### src/rtl/counter_pkg.sv
// Shared constants and helpers for the up/down modulo counter family.
package counter_pkg;

  localparam int unsigned MODE_WRAP = 0;
  localparam int unsigned MODE_SAT  = 1;

  // Ceiling log2; returns 0 for v <= 1.
  function automatic int unsigned clog2(input int unsigned v);
    int unsigned r;
    longint unsigned x;
    r = 0;
    x = 1;
    while (x < longint'(v)) begin
      x = x << 1;
      r = r + 1;
    end
    return r;
  endfunction

endpackage

### src/rtl/counter_updown_mod_prescaler_tick.sv
// Enable prescaler: emits one TICK per DIV enabled cycles.
module prescaler_tick
  import counter_pkg::*;
#(
  parameter int unsigned DIV = 1
) (
  input  logic Clk,
  input  logic RSTB,
  input  logic EN,
  input  logic SCLR,
  output logic TICK
);

  localparam int unsigned PW = (clog2(DIV) > 1) ? clog2(DIV) : 1;
  localparam logic [PW-1:0] PLAST = PW'(DIV - 1);

  logic [PW-1:0] pcnt;

  // Tick on the last enabled cycle of each prescale period.
  assign TICK = EN && (pcnt == PLAST);

  // Prescale counter: holds while EN is low, cleared by reset or SCLR.
  always_ff @(posedge Clk) begin
    if (!RSTB) begin
      pcnt <= '0;
    end else if (SCLR) begin
      pcnt <= '0;
    end else if (EN) begin
      if (pcnt == PLAST) pcnt <= '0;
      else               pcnt <= pcnt + PW'(1);
    end
  end

endmodule

### src/rtl/counter_updown_mod.sv
// Parametrised up/down modulo counter with clear, clipped load, wrap or
// saturate at the bounds, enable prescaler, terminal count and carry pulse.
module counter_updown_mod
  import counter_pkg::*;
#(
  parameter int unsigned WIDTH    = 8,
  parameter int unsigned MAX_VAL  = (1 << WIDTH) - 1,
  parameter int unsigned SATURATE = MODE_WRAP,
  parameter int unsigned DIV      = 1
) (
  input  logic             Clk,
  input  logic             RSTB,
  input  logic             EN,
  input  logic             UP,
  input  logic             CLR,
  input  logic             LD,
  input  logic [WIDTH-1:0] D,
  output logic [WIDTH-1:0] Q,
  output logic             TC,
  output logic             CO
);

  localparam logic [WIDTH-1:0] MAXV = WIDTH'(MAX_VAL);

  logic             tick;
  logic             sclr;
  logic [WIDTH-1:0] q_nxt;
  logic             co_nxt;

  // Clear and load both restart the prescale period.
  assign sclr = CLR || LD;

  prescaler_tick #(
    .DIV (DIV)
  ) u_prescaler (
    .Clk  (Clk),
    .RSTB (RSTB),
    .EN   (EN),
    .SCLR (sclr),
    .TICK (tick)
  );

  // Terminal count follows the current direction combinationally.
  assign TC = UP ? (Q == MAXV) : (Q == '0);

  // Next count and carry: CLR > LD > step > hold.
  always_comb begin
    q_nxt  = Q;
    co_nxt = 1'b0;
    if (CLR) begin
      q_nxt = '0;
    end else if (LD) begin
      q_nxt = (D > MAXV) ? MAXV : D;
    end else if (tick) begin
      co_nxt = TC;
      if (TC) begin
        if (SATURATE != MODE_SAT) q_nxt = UP ? '0 : MAXV;
      end else begin
        q_nxt = UP ? (Q + WIDTH'(1)) : (Q - WIDTH'(1));
      end
    end
  end

  // Count and carry registers with synchronous active-low reset.
  always_ff @(posedge Clk) begin
    if (!RSTB) begin
      Q  <= '0;
      CO <= 1'b0;
    end else begin
      Q  <= q_nxt;
      CO <= co_nxt;
    end
  end

endmodule

### config.mk
export PLATFORM = sky130hd
export DESIGN_NAME = counter_updown_mod
export DESIGN_NICKNAME = d
export VERILOG_FILES = /design/src/rtl/counter_pkg.sv /design/src/rtl/counter_updown_mod_prescaler_tick.sv /design/src/rtl/counter_updown_mod.sv
export SDC_FILE = /design/constraint.sdc
export NUM_CORES = 1
export LEC_CHECK = 0
export CAP_MARGIN = 20
export CORE_MARGIN = 8
export CORE_UTILIZATION = 48
export DETAILED_ROUTE_END_ITERATION = 10
export GPL_TIMING_DRIVEN = 0
export HOLD_SLACK_MARGIN = 0.15
export PLACE_DENSITY = 0.83
export SYNTH_ARGS = -nofsm -noshare
export SYNTH_HDL_FRONTEND = slang
export SYNTH_SLANG_ARGS = --single-unit
### constraint.sdc
create_clock -name Clk -period 3.2 [get_ports Clk]
set_input_delay 0.48 -clock Clk [delete_from_list [all_inputs] [get_ports Clk]]
set_output_delay 0.48 -clock Clk [all_outputs]
set_load 0.05 [all_outputs]
* After elaboration in Yosys (flattened, before gate mapping) *
Cells that the tools add are included.

storage, ports and cells
  flip-flop bits (word level) = 10
  input port bits = 14
  output and inout port bits = 10
  word-level logic and storage cells = 26

operators by class
  $add $sub $neg = 3
  order comparisons = 1
  equal/unequal tests = 1
  mux-type cells = 8
  bitwise logic cells = 3
  reductions and logical operators = 7

operator list
  operator               count
  $mux W8                6
  $add A8 B1 Y8 const B  1
  $eq A8 B8 Y1 const B   1
  $gt A8 B8 Y1 const B   1
  $logic_not A8 Y1       1
  $sub A8 B1 Y8 const B  1
  $reduce_or A2 Y1       2
  $reduce_or A4 Y1       1
  $not A1 Y1             3
  $mux W1                2
  $reduce_bool A2 Y1     1
  $add A1 B1 Y1 const B  1
  $logic_and A1 B1 Y1    1
  $logic_or A1 B1 Y1     1

* Longest topological paths before layout *
  word-level depth = 5
  gate-level depth with buffers = 7
  mapped depth without buffers = 7

* By module *
From an unflattened synthesis, not the netlist that was laid out.

second synthesis, totals
  cell total of the unflattened synthesis = 100
  area total of the unflattened synthesis = 790.8 um2

modules (own cells, without submodules)
  module              times used  cells each  area each (um2)  sequential area each (um2)
  counter_updown_mod  1           99          783.3            180.2
  prescaler_tick      1           1           7.5              0.0

* Worst setup path after synthesis *
No wires, ideal clock.

  path type = register -> output
  start point = reg Q[0]
  end point = out TC
  arrival time = 1.953 ns
  data required time = 2.720 ns
  slack = 0.767 ns
  cell stages (with the launch flop) = 5
  buffers on the path = 0
  cell sequence = dfxtp_1 nand4_1 or4_4 nor2b_2 inv_1

on the way
  cells in the longest elaborated chain, start to end = 2
  elaborated cells on any way between the ends = 3
  classes of those cells = eq/ne: 1; mux: 1; reduce/logical: 1

ends and longest elaborated chain
  item                                                     RTL line                  RTL
  start, declared                                          counter_updown_mod.sv:18  output logic [WIDTH-1:0] Q,
  start signal, assigned                                   counter_updown_mod.sv:70  Q <= q_nxt;
  $eq A8 B8 Y1 / $logic_not A8 Y1 (equally long branches)  counter_updown_mod.sv:44  assign TC = UP ? (Q == MAXV) : (Q == '0);
  $mux W1 (*)                                              counter_updown_mod.sv:44
  end, declared                                            counter_updown_mod.sv:19  output logic TC,

Mark *: on every way between the ends. The rest lies on a longest branch, timed or not.

* Worst setup path in the final report *
  start point = in UP
  end point = out TC

on the way
  cells in the longest elaborated chain, start to end = 1

ends and longest elaborated chain
  item             RTL line                  RTL
  start, declared  counter_updown_mod.sv:14  input logic UP,
  $mux W1          counter_updown_mod.sv:44

No other way between the ends.

==> flow_summary.toml <==
[run_status]
run_status = "completed"

[power]
ir_worst_vdd_mv = 0.173
powerDensity_nw_per_um2 = 358
p_leak_nw = 0.424

[routing]
first_pass_iters = 4
ant_nets = 0
drc = 0
routed_wl_um = 2040
vias = 791
wire_per_inst_um = 14.6
post_drt_via_cell_ratio = 5.65
drt_iter0_markers = 22

[sta]
rsz0062_at_grt = "no"
setup_viol_count_final = 0
worst_pin_slew_ns = 0.504
finClkSkew_ns = 0.00131
min_period_ns = 2.98
drv_slew = 0
fin_crit_sh_pct = 93.0
holdWs_ns = 0.550
max_clock_freq_ghz = 0.336
worst_slack_ns = 0.224
slew_headroom_pct = 66.1
hold_violations = 0

[logic_synthesis]
ys.flop_type = "dfxtp_1"
synthTopCellsByArea = "dfxtp_1 24%, ha_1 9.9%, a211oi_1 6.9%"
syn_area_um2 = 757
yosysSeqAreaShare_pct = 23.8
synthesis.nets = 120
async_reset_ff_share_pct = 0
synthCells = 99
synth_commonest_cells = "14 x nor2_1, 10 x a21oi_1, 10 x nand2_1"
yosysMostFrequentCell = "nor2_1"
yosys_warnings = 0
avgSynthCellArea_um2 = 7.65
synth-edff-count = 0
synth_top_area_share_pct = 23.8
ys_ff_latch = 9
synth_cell_type_count = 28
yosys.area.top_type = "dfxtp_1"

[cells_and_area]
areaGrowthSynthToFinish_pct = 33.7
antenna_cells = 0
drive_gt1_share_pct = 6.45
nFillCells = 122
stdcell_area_um2 = 1010
fin_nets = 146

[setup_path]
r2r_setup_slack_ns = 1.26
crit_cells = 6
arrival_ns = 2.50
cpMaxStageDelayCell = "clkdlybuf4s50_1"
cp_cell_sequence = "clkdlybuf4s50_1 > nand4_1 > or4_4 > nor2b_2 > inv_1 > dlygate4sd2_1"
slowest_delay_ns = 0.58
critPathBufInv = 3
reg2reg_from = "Q[4]$_SDFFE_PP0P_"
path_class = "input port to primary output"
path_delay_family = "buffers and inverters"
crit_fanout = 5
r2r-end = "Q[7]$_SDFFE_PP0P_"
crit_required_ns = 2.72
cp-start-kind = "input port"
cp-end-kind = "primary output"
worstRegToRegCells = 6

[min_path]
holdPathStages = 2
hold_end = "Q[5]$_SDFFE_PP0P_"
hp-start = "Q[5]$_SDFFE_PP0P_"
hold_class = "register to register"

[floorplanning]
die_area_um2 = 3100
core-area_um2 = 1490
initial_core_util_pct = 50.8
io_pins = 24
rows = 14
die_h_um = 55.7
die_w_um = 55.7

[clock_network]
clock-sinks = 9
clk_path_buf_depth = 2
cts_resized = 1
numCtsBuffers = 3
path_clk_slew_ns = 0.06
clk_latency_ns = 0.26
post_cts_buffers = 0
cts_root_buf = "clkbuf_4"
cts_tree = "done"
cts_hold_buf = 0
h-tree-depth = 1

[placement]
hpwl_um = 1640
placed_area_um2 = 987
gp_congestion = 0.793
io_buffers = 21
post-place-ws_ns = -0.0554

[global_routing]
grt_overflow = 0
grt_pass1_wl_um = 3380
grt_pass1_vias = 752
grt_max_degree = 11
antenna_found_initial = 0
grt_use_total_pct = 12.9

[job]
drv_cap = 0
logic make-up (layout without fill, tap and decap cells):
logic type | Yosys count | in the layout | share of synthesized area, %
AND/OR/NAND/NOR | 41 | 41 | 28.4
AO/OA/AOI/OAI | 28 | 28 | 23.6
flip-flops | 9 | 9 | 23.8
adder cells (fa/ha/maj) | 7 | 7 | 12.6
XOR/XNOR | 7 | 7 | 8.10
buffers and inverters | 7 | 32 | 3.47
state kept, by name, summed over array words and instances (netlist names):
signal	count
Q	8
CO	1
per-layer routing:
| layer | track usage [%] | up-vias | part of all wire [%] |
|---|---|---|---|
| met5 | 0 | - | 0 |
| met4 | 7.04 | 0 | 2.0 |
| met3 | 3.20 | 5 | 7.3 |
| met2 | 21.6 | 29 | 49 |
| met1 | 14.4 | 349 | 42 |
| li1 | - | 408 | - |
cell usage in the layout, fill, tap and decap left out, types with 2 or more instances in the layout:
master,count
clkdlybuf4s50_1,20
clkbuf_4,3
ha_1,6
nor3_1,4
nand2b_1,2
a211oi_1,7
a21oi_1,10
o21ai_0,4
xor2_1,4
nand2_1,10
clkbuf_1,5
nor2_1,14
or4_4,2
inv_1,3
dfxtp_1,9
a21o_1,2
nand3_1,3
xnor2_1,3
final cells by class:
cell class | count | area [um^2] | area share, %
Buffer | 4 | 15.0 | 1.48
Clock buffer | 4 | 26.3 | 2.60
Inverter | 3 | 11.3 | 1.11
Multi-Input combinational cell | 83 | 551 | 54.4
Sequential cell | 9 | 180 | 17.8
Tap cell | 16 | 20.0 | 1.98
Timing Repair Buffer | 21 | 209 | 20.6
stage by stage:
step                total power, mW  std cells  utilization [%]  TNS, ns
floorplan                     0.232         99                -        0
global placement              0.275        136             66.3  -0.0485
detailed placement            0.279        136             66.3  -0.0554
CTS                           0.365        140             68.0        0
global route                  0.384        140             68.0        0
finish                        0.362        140             68.0        0
where the power goes:
part,internal [mW],switching (mW),leakage (nW)
logic,0.0620,0.0846,0.335
registers,0.118,0.0102,0.0737
clock network,0.0480,0.0386,0.0150
total,0.228,0.133,0.424
tightest hold or removal path, stage by stage, from the launching register on:
cell and delay (ns):
dfxtp_1 0.36, nand2_1 0.08, nand3_1 0.06
worst max-delay path by stage:
stage	startpoint	to	slack, ns
floorplan	Q[0]$_SDFFE_PP0P_	TC	0.77
global placement	UP	TC	-0.05
detailed placement	UP	TC	-0.06
CTS	UP	TC	0.22
global route	UP	TC	0.11
finish	UP	TC	0.22
No activity file was read; power rests on OpenSTA's default activity.
